===== src/rtl/mmio_uart_tx.sv =====
// Memory-mapped 8N1 UART transmitter with a TX FIFO, sitting on the core's data-memory port.
// Registers: TXDATA (push), STATUS (flags/count, W1C overflow), DIV (clocks per bit).
module mmio_uart_tx #(
    parameter logic [31:0] BASE_ADDR   = 32'h0000_1000,
    parameter int          FIFO_DEPTH  = 8,
    parameter logic [15:0] DEFAULT_DIV = 16'd16
) (
    input  logic        clk,
    input  logic        rst,
    input  logic        MemWrite,
    input  logic [31:0] ALUResult,
    input  logic [31:0] WriteData,
    output logic        sel,
    output logic [31:0] rdata,
    output logic        tx,
    output logic        irq,
    output logic [1:0]  state_dbg
);
    localparam int AW = (FIFO_DEPTH > 1) ? $clog2(FIFO_DEPTH) : 1;

    typedef enum logic [1:0] {IDLE, START, DATA, STOP} state_t;

    state_t        state;
    logic [15:0]   cnt;
    logic [15:0]   period;
    logic [2:0]    bit_idx;
    logic [7:0]    shift;
    logic [15:0]   div;
    logic          overflow;
    logic [AW-1:0] wr_ptr;
    logic [AW-1:0] rd_ptr;
    logic [AW:0]   count;
    logic [7:0]    mem [FIFO_DEPTH];

    logic [1:0]    off;
    logic          wr;
    logic          push;
    logic          push_ok;
    logic          pop;
    logic          full;
    logic          empty;
    logic          busy;
    logic          bit_done;
    logic [15:0]   p_next;
    logic [5:0]    count6;
    logic          unused_bits;

    assign unused_bits = ^{ALUResult[1:0], WriteData[31:16]};

    assign sel      = (ALUResult[31:4] == BASE_ADDR[31:4]);
    assign off      = ALUResult[3:2];
    assign wr       = MemWrite & sel;
    assign push     = wr & (off == 2'd0);
    assign full     = (count == (AW+1)'(FIFO_DEPTH));
    assign empty    = (count == '0);
    assign busy     = (state != IDLE);
    assign bit_done = (cnt == period - 16'd1);
    assign p_next   = (div == 16'd0) ? 16'd1 : div;
    assign count6   = 6'(count);
    assign state_dbg = state;

    // The shifter takes a byte when idle, or at the very end of a stop bit so frames abut.
    assign pop     = ~empty & ((state == IDLE) | ((state == STOP) & bit_done));
    assign push_ok = push & (~full | pop);

    always_comb begin
        rdata = '0;
        if (sel) begin
            case (off)
                2'd1:    rdata = {22'd0, count6, overflow, busy, empty, full};
                2'd2:    rdata = {16'd0, div};
                default: rdata = '0;
            endcase
        end
    end

    always_ff @(posedge clk) begin
        if (push_ok) mem[wr_ptr] <= WriteData[7:0];
    end

    always_ff @(posedge clk or negedge rst) begin
        if (!rst) begin
            wr_ptr   <= '0;
            rd_ptr   <= '0;
            count    <= '0;
            overflow <= 1'b0;
            div      <= DEFAULT_DIV;
        end else begin
            if (push_ok) wr_ptr <= wr_ptr + 1'b1;
            if (pop)     rd_ptr <= rd_ptr + 1'b1;
            case ({push_ok, pop})
                2'b10:   count <= count + 1'b1;
                2'b01:   count <= count - 1'b1;
                default: count <= count;
            endcase
            if (push & full & ~pop)
                overflow <= 1'b1;
            else if (wr & (off == 2'd1) & WriteData[3])
                overflow <= 1'b0;
            if (wr & (off == 2'd2)) div <= WriteData[15:0];
        end
    end

    always_ff @(posedge clk or negedge rst) begin
        if (!rst) begin
            state   <= IDLE;
            cnt     <= '0;
            period  <= '0;
            bit_idx <= '0;
            shift   <= '0;
            tx      <= 1'b1;
        end else begin
            case (state)
                IDLE: begin
                    tx <= 1'b1;
                    if (pop) begin
                        shift  <= mem[rd_ptr];
                        period <= p_next;
                        cnt    <= '0;
                        state  <= START;
                        tx     <= 1'b0;
                    end
                end
                START: begin
                    if (bit_done) begin
                        cnt     <= '0;
                        bit_idx <= '0;
                        state   <= DATA;
                        tx      <= shift[0];
                    end else begin
                        cnt <= cnt + 16'd1;
                    end
                end
                DATA: begin
                    if (bit_done) begin
                        cnt   <= '0;
                        shift <= shift >> 1;
                        if (bit_idx == 3'd7) begin
                            state <= STOP;
                            tx    <= 1'b1;
                        end else begin
                            bit_idx <= bit_idx + 3'd1;
                            tx      <= shift[1];
                        end
                    end else begin
                        cnt <= cnt + 16'd1;
                    end
                end
                STOP: begin
                    if (bit_done) begin
                        cnt <= '0;
                        if (pop) begin
                            shift  <= mem[rd_ptr];
                            period <= p_next;
                            state  <= START;
                            tx     <= 1'b0;
                        end else begin
                            state <= IDLE;
                            tx    <= 1'b1;
                        end
                    end else begin
                        cnt <= cnt + 16'd1;
                    end
                end
                default: begin
                    state <= IDLE;
                    tx    <= 1'b1;
                end
            endcase
        end
    end

    always_ff @(posedge clk or negedge rst) begin
        if (!rst) irq <= 1'b1;
        else      irq <= empty & ~busy;
    end
endmodule


===== config.mk =====
export PLATFORM = sky130hd
export DESIGN_NAME = mmio_uart_tx
export DESIGN_NICKNAME = d
export VERILOG_FILES = /design/src/rtl/mmio_uart_tx.sv
export SDC_FILE = /design/constraint.sdc
export NUM_CORES = 1
export LEC_CHECK = 0
export ABC_AREA = 1
export CAP_MARGIN = 20
export CORE_UTILIZATION = 55
export CTS_BUF_LIST = sky130_fd_sc_hd__clkbuf_8
export DETAILED_ROUTE_END_ITERATION = 10
export PLACE_DENSITY = 0.81
export SLEW_MARGIN = 30
export SYNTH_ARGS = -nofsm -noshare
export SYNTH_HDL_FRONTEND = slang
export SYNTH_SLANG_ARGS = --single-unit

===== constraint.sdc =====
create_clock -name clk -period 3.81 [get_ports clk]
set_clock_uncertainty 0.15 [all_clocks]
set_input_delay 0.762 -clock clk [delete_from_list [all_inputs] [get_ports clk]]
set_output_delay 0.762 -clock clk [all_outputs]
set_load 0.05 [all_outputs]

Word level (Yosys, flattened, before mapping) --
Memories as Yosys holds them, arrays and structs flattened. Index checks and enable logic that the tools add are counted.
Word-level totals: memories kept 1, register bits after elaboration 74, memory bits (writable) 64, bits of input ports 67, output and inout port bits 37, logic and storage cells 105
Memory list:
- mem | depth 8, bits a word 8, read ports 1, clocked after memory_dff 0, write ports 1, line 33 | logic [7:0] mem [FIFO_DEPTH];
Cells by class: add/sub/neg operators 7, bitwise gates (word level) 17, mux-type cells 35, equality and inequality tests 17, reduce and logical (&&, ||, !) cells 16
Operators by type and width (count):
- $pmux W16 S2 | 3
- $mux W16 | 5
- $mux W32 | 1
- $eq A28 B9 Y1 const B | 1
- $mux W8 | 3
- $pmux W8 S3 | 1
- $add A16 B1 Y16 const B | 1
- $eq A16 B16 Y1 | 1
- $logic_not A16 Y1 | 1
- $sub A16 B1 Y16 const B | 1
- $ne A2 B2 Y1 const B | 6
- $and A1 B1 Y1 | 11
- $mux W1 | 10
- $mux W2 | 5
- $reduce_bool A2 Y1 | 5
- $add A3 B1 Y3 const B | 3
- $mux W3 | 3
- $eq A2 B2 Y1 const B | 4
- $pmux W2 S4 | 1
- $pmux W4 S2 | 1
- $eq A2 B1 Y1 const B | 3
- $pmux W3 S2 | 1
- $reduce_and A3 Y1 | 2
- $reduce_and A5 Y1 | 1
- 13 further kinds | 18

Logic depth before layout (Yosys ltp) --
Gate-level depths: netlist (run 1).
depth after elaboration 9, mapped depth 24, mapped depth without buffers 24

Worst setup path after synthesis (run 1) --
No wires, ideal clock.
path kind input to output, start point input port ALUResult[15], end point output port rdata[0], stages 6, slack -0.157 ns, path buffers 0, required time 2.898 ns, arrival time 3.055 ns, cell sequence nor2_1 nand3b_1 or2_1 nor3_2 nand2_1 a21oi_1
Between the ends: longest elaborated chain between the ends 2
Ends and longest elaborated chain:
- start, declared | line 11 | input logic [31:0] ALUResult,
- $eq A28 B9 Y1 | line 50 | assign sel = (ALUResult[31:4] == BASE_ADDR[31:4]);
- named net sel | line 13 | output logic sel,
- $mux W32 | line 68 | if (sel) begin
- end, declared | line 14 | output logic [31:0] rdata,
The timed path passes the listed nets, and every way through them passes these cells.

Worst setup path in the final report (run 1) --
start point input port ALUResult[25], end point output port rdata[8]
Between the ends: longest elaborated chain between the ends 2
Ends and longest elaborated chain (line):
- $eq A28 B9 Y1 | 50
- $mux W32 | 68
No other way between the ends.

==> results.sh, run 1 <==
export IMPL_cp_max_fo=8
export IMPL_die_height_um=116
export IMPL_firstDrtPassIters=5
export IMPL_cts_root_buf="clkbuf_8"
export IMPL_drtIter0Drc=499
export IMPL_cp_arrival_ns=2.61
export IMPL_fillers=970
export IMPL_slew_headroom_pct=36.4
export IMPL_fin_crit_sh_pct=92.5
export IMPL_dp_hpwl_mm=10.9
export IMPL_design_power_total_w=0.00291
export IMPL_period_needed_ns=3.52
export IMPL_synth_seq_area_share_pct=52.5
export IMPL_drc=0
export IMPL_fin_nets=949
export IMPL_reg2reg_from="period[0]$_DFFE_PN0P_"
export IMPL_clk_pin_slew_ns=0.08
export IMPL_synth_edf_count=64
export IMPL_wl_mm=15.4
export IMPL_crit_chain="clkdlybuf4s50_1, nor4_1, nand3_1, nor3_4, nand2_1, nor2_1, buf_12"
export IMPL_instances_no_fill=1049
export IMPL_vias=5600
export IMPL_core_area_um2=12700
export IMPL_static_leakage_power_nw=3.61
export IMPL_cts_buffers=17
export IMPL_clk_latency_ns=0.47
export IMPL_drv_slew=0
export IMPL_cts_buffer_depth=2
export IMPL_port_buffers=69
export IMPL_synth_avg_cell_area_um2=9.18
export IMPL_start_kind="primary input"
export IMPL_worstPathRequired_ns=2.90
export IMPL_synth_top_area_share_pct=26.7
export IMPL_syn2layout_area_growth_pct=19.9
export IMPL_syn_inst=784
export IMPL_cellPowerDensity_nw_per_um2=337
export IMPL_r2r_slack_ns=0.43
export IMPL_finalSetupViolCount=0
export IMPL_worstHoldPathType="in2async"
export IMPL_wire_per_inst_um=14.7
export IMPL_cts_hold_buf=0
export IMPL_ctsResizeCount=0
export IMPL_cts_htree_levels=4
export IMPL_rsz0062_at_grt="false"
export IMPL_ant_nets=0
export IMPL_rr_worst_depth=23
export IMPL_synth_top_area_cell="edfxtp_1"
export IMPL_die_w_um=116
export IMPL_tightest_slew_ns=0.952
export IMPL_synthTopCellsByArea="edfxtp_1, dfrtp_1, nand2_1, nor2_1, o21ai_0"
export IMPL_max_stage_delay_ns=0.40
export IMPL_synth_seq_cells=138
export IMPL_grt_overflow=0
export IMPL_finalWeightedCongestion=0.859
export IMPL_yosys_top_cells_count="nand2_1, nor2_1, dfrtp_1"
export IMPL_setup_tns_final_ns=0
export IMPL_ys_warn_count=0
export IMPL_outcome="complete, no violations"
export IMPL_cts_tree="yes"
export IMPL_clkSinkCount=138
export IMPL_path_class="in2out"
export IMPL_critPathSlowestCell="clkdlybuf4s50_1"
export IMPL_synth_ff_type="dfrtp_1"
export IMPL_timing_fmax_mhz=284
export IMPL_dp_cells=1017
export IMPL_post_place_ws_ns=0.245
export IMPL_antenna_found_initial=0
export IMPL_async_flop_share_pct=53.6
export IMPL_vias_per_cell=5.34
export IMPL_grt_pass1_wl_mm=25.2
export IMPL_grt_pass1_vias=5249
export IMPL_grt_max_degree=75
export IMPL_num_rows=41
export IMPL_synthMostInstantiatedCell="nand2_1"
export IMPL_post_cts_buffers=0
export IMPL_start_util_pct=56.8
export IMPL_hold_viol_final=0
export IMPL_io_pins=104
export IMPL_vdd_drop_max_uv=230
export IMPL_dieArea_um2=13600
export IMPL_antennaDiodeCount=0
export IMPL_layout_setup_ws_ns=0.287
export IMPL_drv_cap=0
export IMPL_synth_area_um2=7200
export IMPL_ys_types=49
export IMPL_end_kind="output port"
export IMPL_drive_above_1_share_pct=14.7
export IMPL_r2r_end="count[3]$_DFFE_PN0P_"
export IMPL_grt_util_all_layers_pct=24.6
through the flow:
| step | cell area, µm² | utilization, % | hold slack, ns |
|---|---|---|---|
| 2_1_floorplan | 7270 | - | 0.292 |
| 3_3_place_gp | 8220 | 64.9 | 0.307 |
| 3_5_place_dp | 8220 | 64.9 | 0.310 |
| 4_1_cts | 8630 | 68.1 | 0.302 |
| 5_1_grt | 8630 | 68.1 | 0.213 |
| 6_report | 8630 | 68.1 | 0.148 |
power by group:
part,switching [W],internal [W]
clock,0.000674,0.000497
sequential,0.00000576,0.00157
combinational,0.000103,0.0000609
worst max-delay path by stage:
stage | startpoint | endpoint | slack (ns) | cells past startpoint
3_5_place_dp | ALUResult[25] | count[3]$_DFFE_PN0P_ | 0.24 | 17
4_1_cts | ALUResult[25] | rdata[8] | 0.28 | 7
5_1_grt | ALUResult[24] | rdata[15] | 0.04 | 7
2_1_floorplan | ALUResult[15] | rdata[0] | 0.12 | 6
3_3_place_gp | ALUResult[25] | count[3]$_DFFE_PN0P_ | 0.29 | 17
6_report | ALUResult[25] | rdata[8] | 0.29 | 7
area by class of cell:
cell class | count | area [µm²] | share of cell area, %
clock inverter | 15 | 170 | 1.97
timing repair buffer | 82 | 947 | 11.0
sequential | 138 | 3780 | 43.8
clock buffer | 17 | 234 | 2.71
multi-input combinational | 551 | 3010 | 34.9
tap | 172 | 215 | 2.49
inverter | 74 | 278 | 3.22
layout by cell type (no fill, tap or decap), types with 17 or more instances in the layout:
cell type and instances:
clkbuf_8 17, clkdlybuf4s50_1 51, dfrtp_1 71, edfxtp_1 64
ha_1 17, inv_1 65, nand2_1 154, nand3_1 47
nor2_1 81, o21ai_0 54, o21ai_1 19, o22ai_1 23
xor2_1 17
state kept, by name, indices dropped and copies added (netlist names), 2 cells and up:
register,cells
mem,64
cnt,16
div,16
period,16
shift,8
count,4
bit_idx,3
rd_ptr,3
wr_ptr,3
state_dbg,2
cells by family (layout without fill, tap and decap cells):
| family | count (synthesis) | in the layout | share of synthesized area, % |
|---|---|---|---|
| multiplexers | 16 | 16 | 2.50 |
| other | 1 | 16 | 0.0521 |
| XOR/XNOR | 24 | 24 | 2.92 |
| AND/OR/NAND/NOR | 347 | 347 | 21.7 |
| AO/OA/AOI/OAI | 130 | 130 | 10.4 |
| adder cells (fa/ha/maj) | 18 | 18 | 3.23 |
| flip-flops | 138 | 138 | 52.5 |
| buffers and inverters | 110 | 188 | 6.76 |
metal layers:
metal	track usage [%]	vias to the layer above	part of all wire [%]	wire, µm
li1	-	2782	-	-
met1	32.9	2622	46	7020
met2	38.8	172	47	7200
met3	6.12	24	5.9	907
met4	9.49	0	1.9	291
met5	0	-	0	0
critical path: cells and delay by family:
kind / cells / cell delay [ns]
and+or+nand+nor: 5 / 1.27
buffers and inverters: 2 / 0.57
Note: power is estimated with default switching activity, not from simulation.
==> run 2, diff against run 1 <==
Settings changed: SETUP_SLACK_MARGIN set to 0.3.
==> run 2 against run 1 <==
Net effect: die area did not move; total power is 2.5% lower; core utilization rose by 0.69 points; via count grew 1.7%; largest cell class unchanged; routed wire length rose by 3.5%; setup slack gained 0.12 ns; clock power shrank 7%.
==> results.sh, run 2 (synthesized netlist as in run 1, its figures left out) <==
export IMPL_outcome="complete, no violations"
export IMPL_drive_above_1_share_pct=17.0
export IMPL_final_common_cell="nand2_1"
export IMPL_end_kind="output port"
export IMPL_syn2layout_area_growth_pct=21.1
export IMPL_worstPathRequired_ns=2.90
export IMPL_clockPowerShare_pct=38.5
export IMPL_crit_chain="clkdlybuf4s50_1, nor4_2, nand3_1, nor3_4, buf_4, nand2_4, a21oi_2, buf_12"
export IMPL_grt_pass1_vias=5309
export IMPL_drv_slew=0
export IMPL_worstHoldPathType="in2async"
export IMPL_start_util_pct=56.8
export IMPL_seqCellArea_um2=3780
export IMPL_internal_power_w=0.00215
export IMPL_vdd_drop_max_uv=225
export IMPL_switchingPower_w=0.000690
export IMPL_post_place_ws_ns=0.187
export IMPL_grt_max_degree=75
export IMPL_rsz0062_at_grt="true"
export IMPL_dieArea_um2=13600
export IMPL_cp_arrival_ns=2.49
export IMPL_cts_hold_buf=0
export IMPL_crit_family="simple AND/OR/NAND/NOR gates"
export IMPL_cellPowerDensity_nw_per_um2=326
export IMPL_fin_nets=955
export IMPL_slew_headroom_pct=39.8
export IMPL_firstDrtPassIters=5
export IMPL_largest_reg_flops=64
export IMPL_period_needed_ns=3.40
export IMPL_multi_input_area_um2=3100
export IMPL_cts_tree="yes"
export IMPL_final_design_area_no_fill_um2=8720
export IMPL_cp_depth=8
export IMPL_drtIter0Drc=485
export IMPL_finalSetupViolCount=0
export IMPL_finalWeightedCongestion=0.862
export IMPL_dp_hpwl_mm=11.2
export IMPL_rr_worst_depth=23
export IMPL_critPathSlowestCell="clkdlybuf4s50_1"
export IMPL_antennaDiodeCount=0
export IMPL_tightest_slew_ns=0.898
export IMPL_switching_share_pct=24.3
export IMPL_timing_fmax_mhz=294
export IMPL_clk_latency_ns=0.46
export IMPL_core_area_um2=12700
export IMPL_ant_nets=0
export IMPL_clkSinkCount=138
export IMPL_vias_per_cell=5.40
export IMPL_mostFrequentLayoutCells="nand2_1, nor2_1, dfrtp_1, inv_1, edfxtp_1"
export IMPL_clk_pin_slew_ns=0.07
export IMPL_max_stage_delay_ns=0.42
export IMPL_wl_mm=16.0
export IMPL_hold_viol_final=0
export IMPL_die_w_um=116
export IMPL_cts_root_buf="clkbuf_8"
export IMPL_fin_crit_sh_pct=89.3
export IMPL_path_class="in2out"
export IMPL_die_height_um=116
export IMPL_grt_overflow=0
export IMPL_num_rows=41
export IMPL_power_frac_comb_pct=5.9
export IMPL_drv_cap=0
export IMPL_static_leakage_power_nw=3.64
export IMPL_grt_pass1_wl_mm=26.2
export IMPL_antenna_found_initial=0
export IMPL_seq_power_share_pct=55.6
export IMPL_cts_htree_levels=4
export IMPL_cp_max_fo=8
export IMPL_drc=0
export IMPL_setup_tns_final_ns=0
export IMPL_cts_buffer_depth=2
export IMPL_cts_buffers=17
export IMPL_layout_setup_ws_ns=0.406
export IMPL_start_kind="primary input"
export IMPL_io_pins=104
export IMPL_vias=5697
export IMPL_regMostFlops="mem"
export IMPL_wire_per_inst_um=15.1
export IMPL_place_area_um2=8290
export IMPL_grt_util_all_layers_pct=25.9
export IMPL_fillers=973
export IMPL_port_buffers=69
export IMPL_path_buf_inv=3
-- run 2: worst register-to-register path, delay by kind of cell, from the launching register on --
| family | cells | cell delay [ns] |
|---|---|---|
| AND/OR/NAND/NOR | 17 | 1.68 |
| adder cells (fa/ha/maj) | 2 | 0.48 |
| AO/OA/AOI/OAI | 1 | 0.15 |
| buffers and inverters | 3 | 0.27 |
| flip-flops | 1 | 0.44 |
-- run 2: worst paths after layout --
kind | from | end | slack [ns]
max in group asynchronous | rst | div[8]$_DFFE_PN0P_ | 2.86
worst max-delay path | ALUResult[25] | rdata[0] | 0.41
worst min-delay path | rst | cnt[12]$_DFFE_PN0N_ | 0.17
min in group clk | shift[4]$_DFFE_PN0P_ | shift[4]$_DFFE_PN0P_ | 0.33
worst min register to register | shift[4]$_DFFE_PN0P_ | shift[4]$_DFFE_PN0P_ | 0.33
worst max register to register | period[0]$_DFFE_PN0P_ | count[3]$_DFFE_PN0P_ | 0.52
-- run 2: repair_timing --
| item | in CTS | in global routing |
|---|---|---|
| setup endpoints to repair | 16 | 22 |
| gates resized for setup | 2 | 8 |
| buffers inserted | 0 | 3 |
| gates cloned | 0 | 0 |
| pin swaps | 0 | 1 |
-- run 2: metal layers --
layer / global-route usage [%] / vias to the layer above / share of wire (%)
met4: 10.5 / 0 / 2.4
met1: 34.2 / 2662 / 44
met3: 6.54 / 30 / 6.6
met2: 40.8 / 209 / 47
met5: 0 / - / 0
li1: - / 2796 / -
-- run 2: per-stage QoR --
stage          std cells  util, %  hold slack, ns  total power, W
2_1_floorplan        799        -           0.292         0.00170
3_3_place_gp        1020     65.4           0.308         0.00177
3_5_place_dp        1020     65.4           0.313         0.00178
4_1_cts             1052     68.3           0.322         0.00286
5_1_grt             1055     68.8           0.218         0.00294
6_report            1055     68.8           0.170         0.00284
-- run 2: power groups by stage --
stage / combinational, W / sequential, W / clock (W)
finish: 0.000168 / 0.00158 / 0.00109
floorplan: 0.0000684 / 0.00163 / 0
detailed placement: 0.000167 / 0.00161 / 0
CTS: 0.000168 / 0.00158 / 0.00111
global placement: 0.000164 / 0.00161 / 0
global route: 0.000184 / 0.00158 / 0.00117
-- run 2: final cells by class --
| cell class | instances | area share (%) |
|---|---|---|
| Clock buffer | 17 | 2.68 |
| Clock inverter | 15 | 1.44 |
| Inverter | 74 | 3.19 |
| Multi-Input combinational cell | 551 | 35.5 |
| Sequential cell | 138 | 43.3 |
| Tap cell | 172 | 2.47 |
| Timing Repair Buffer | 88 | 11.4 |
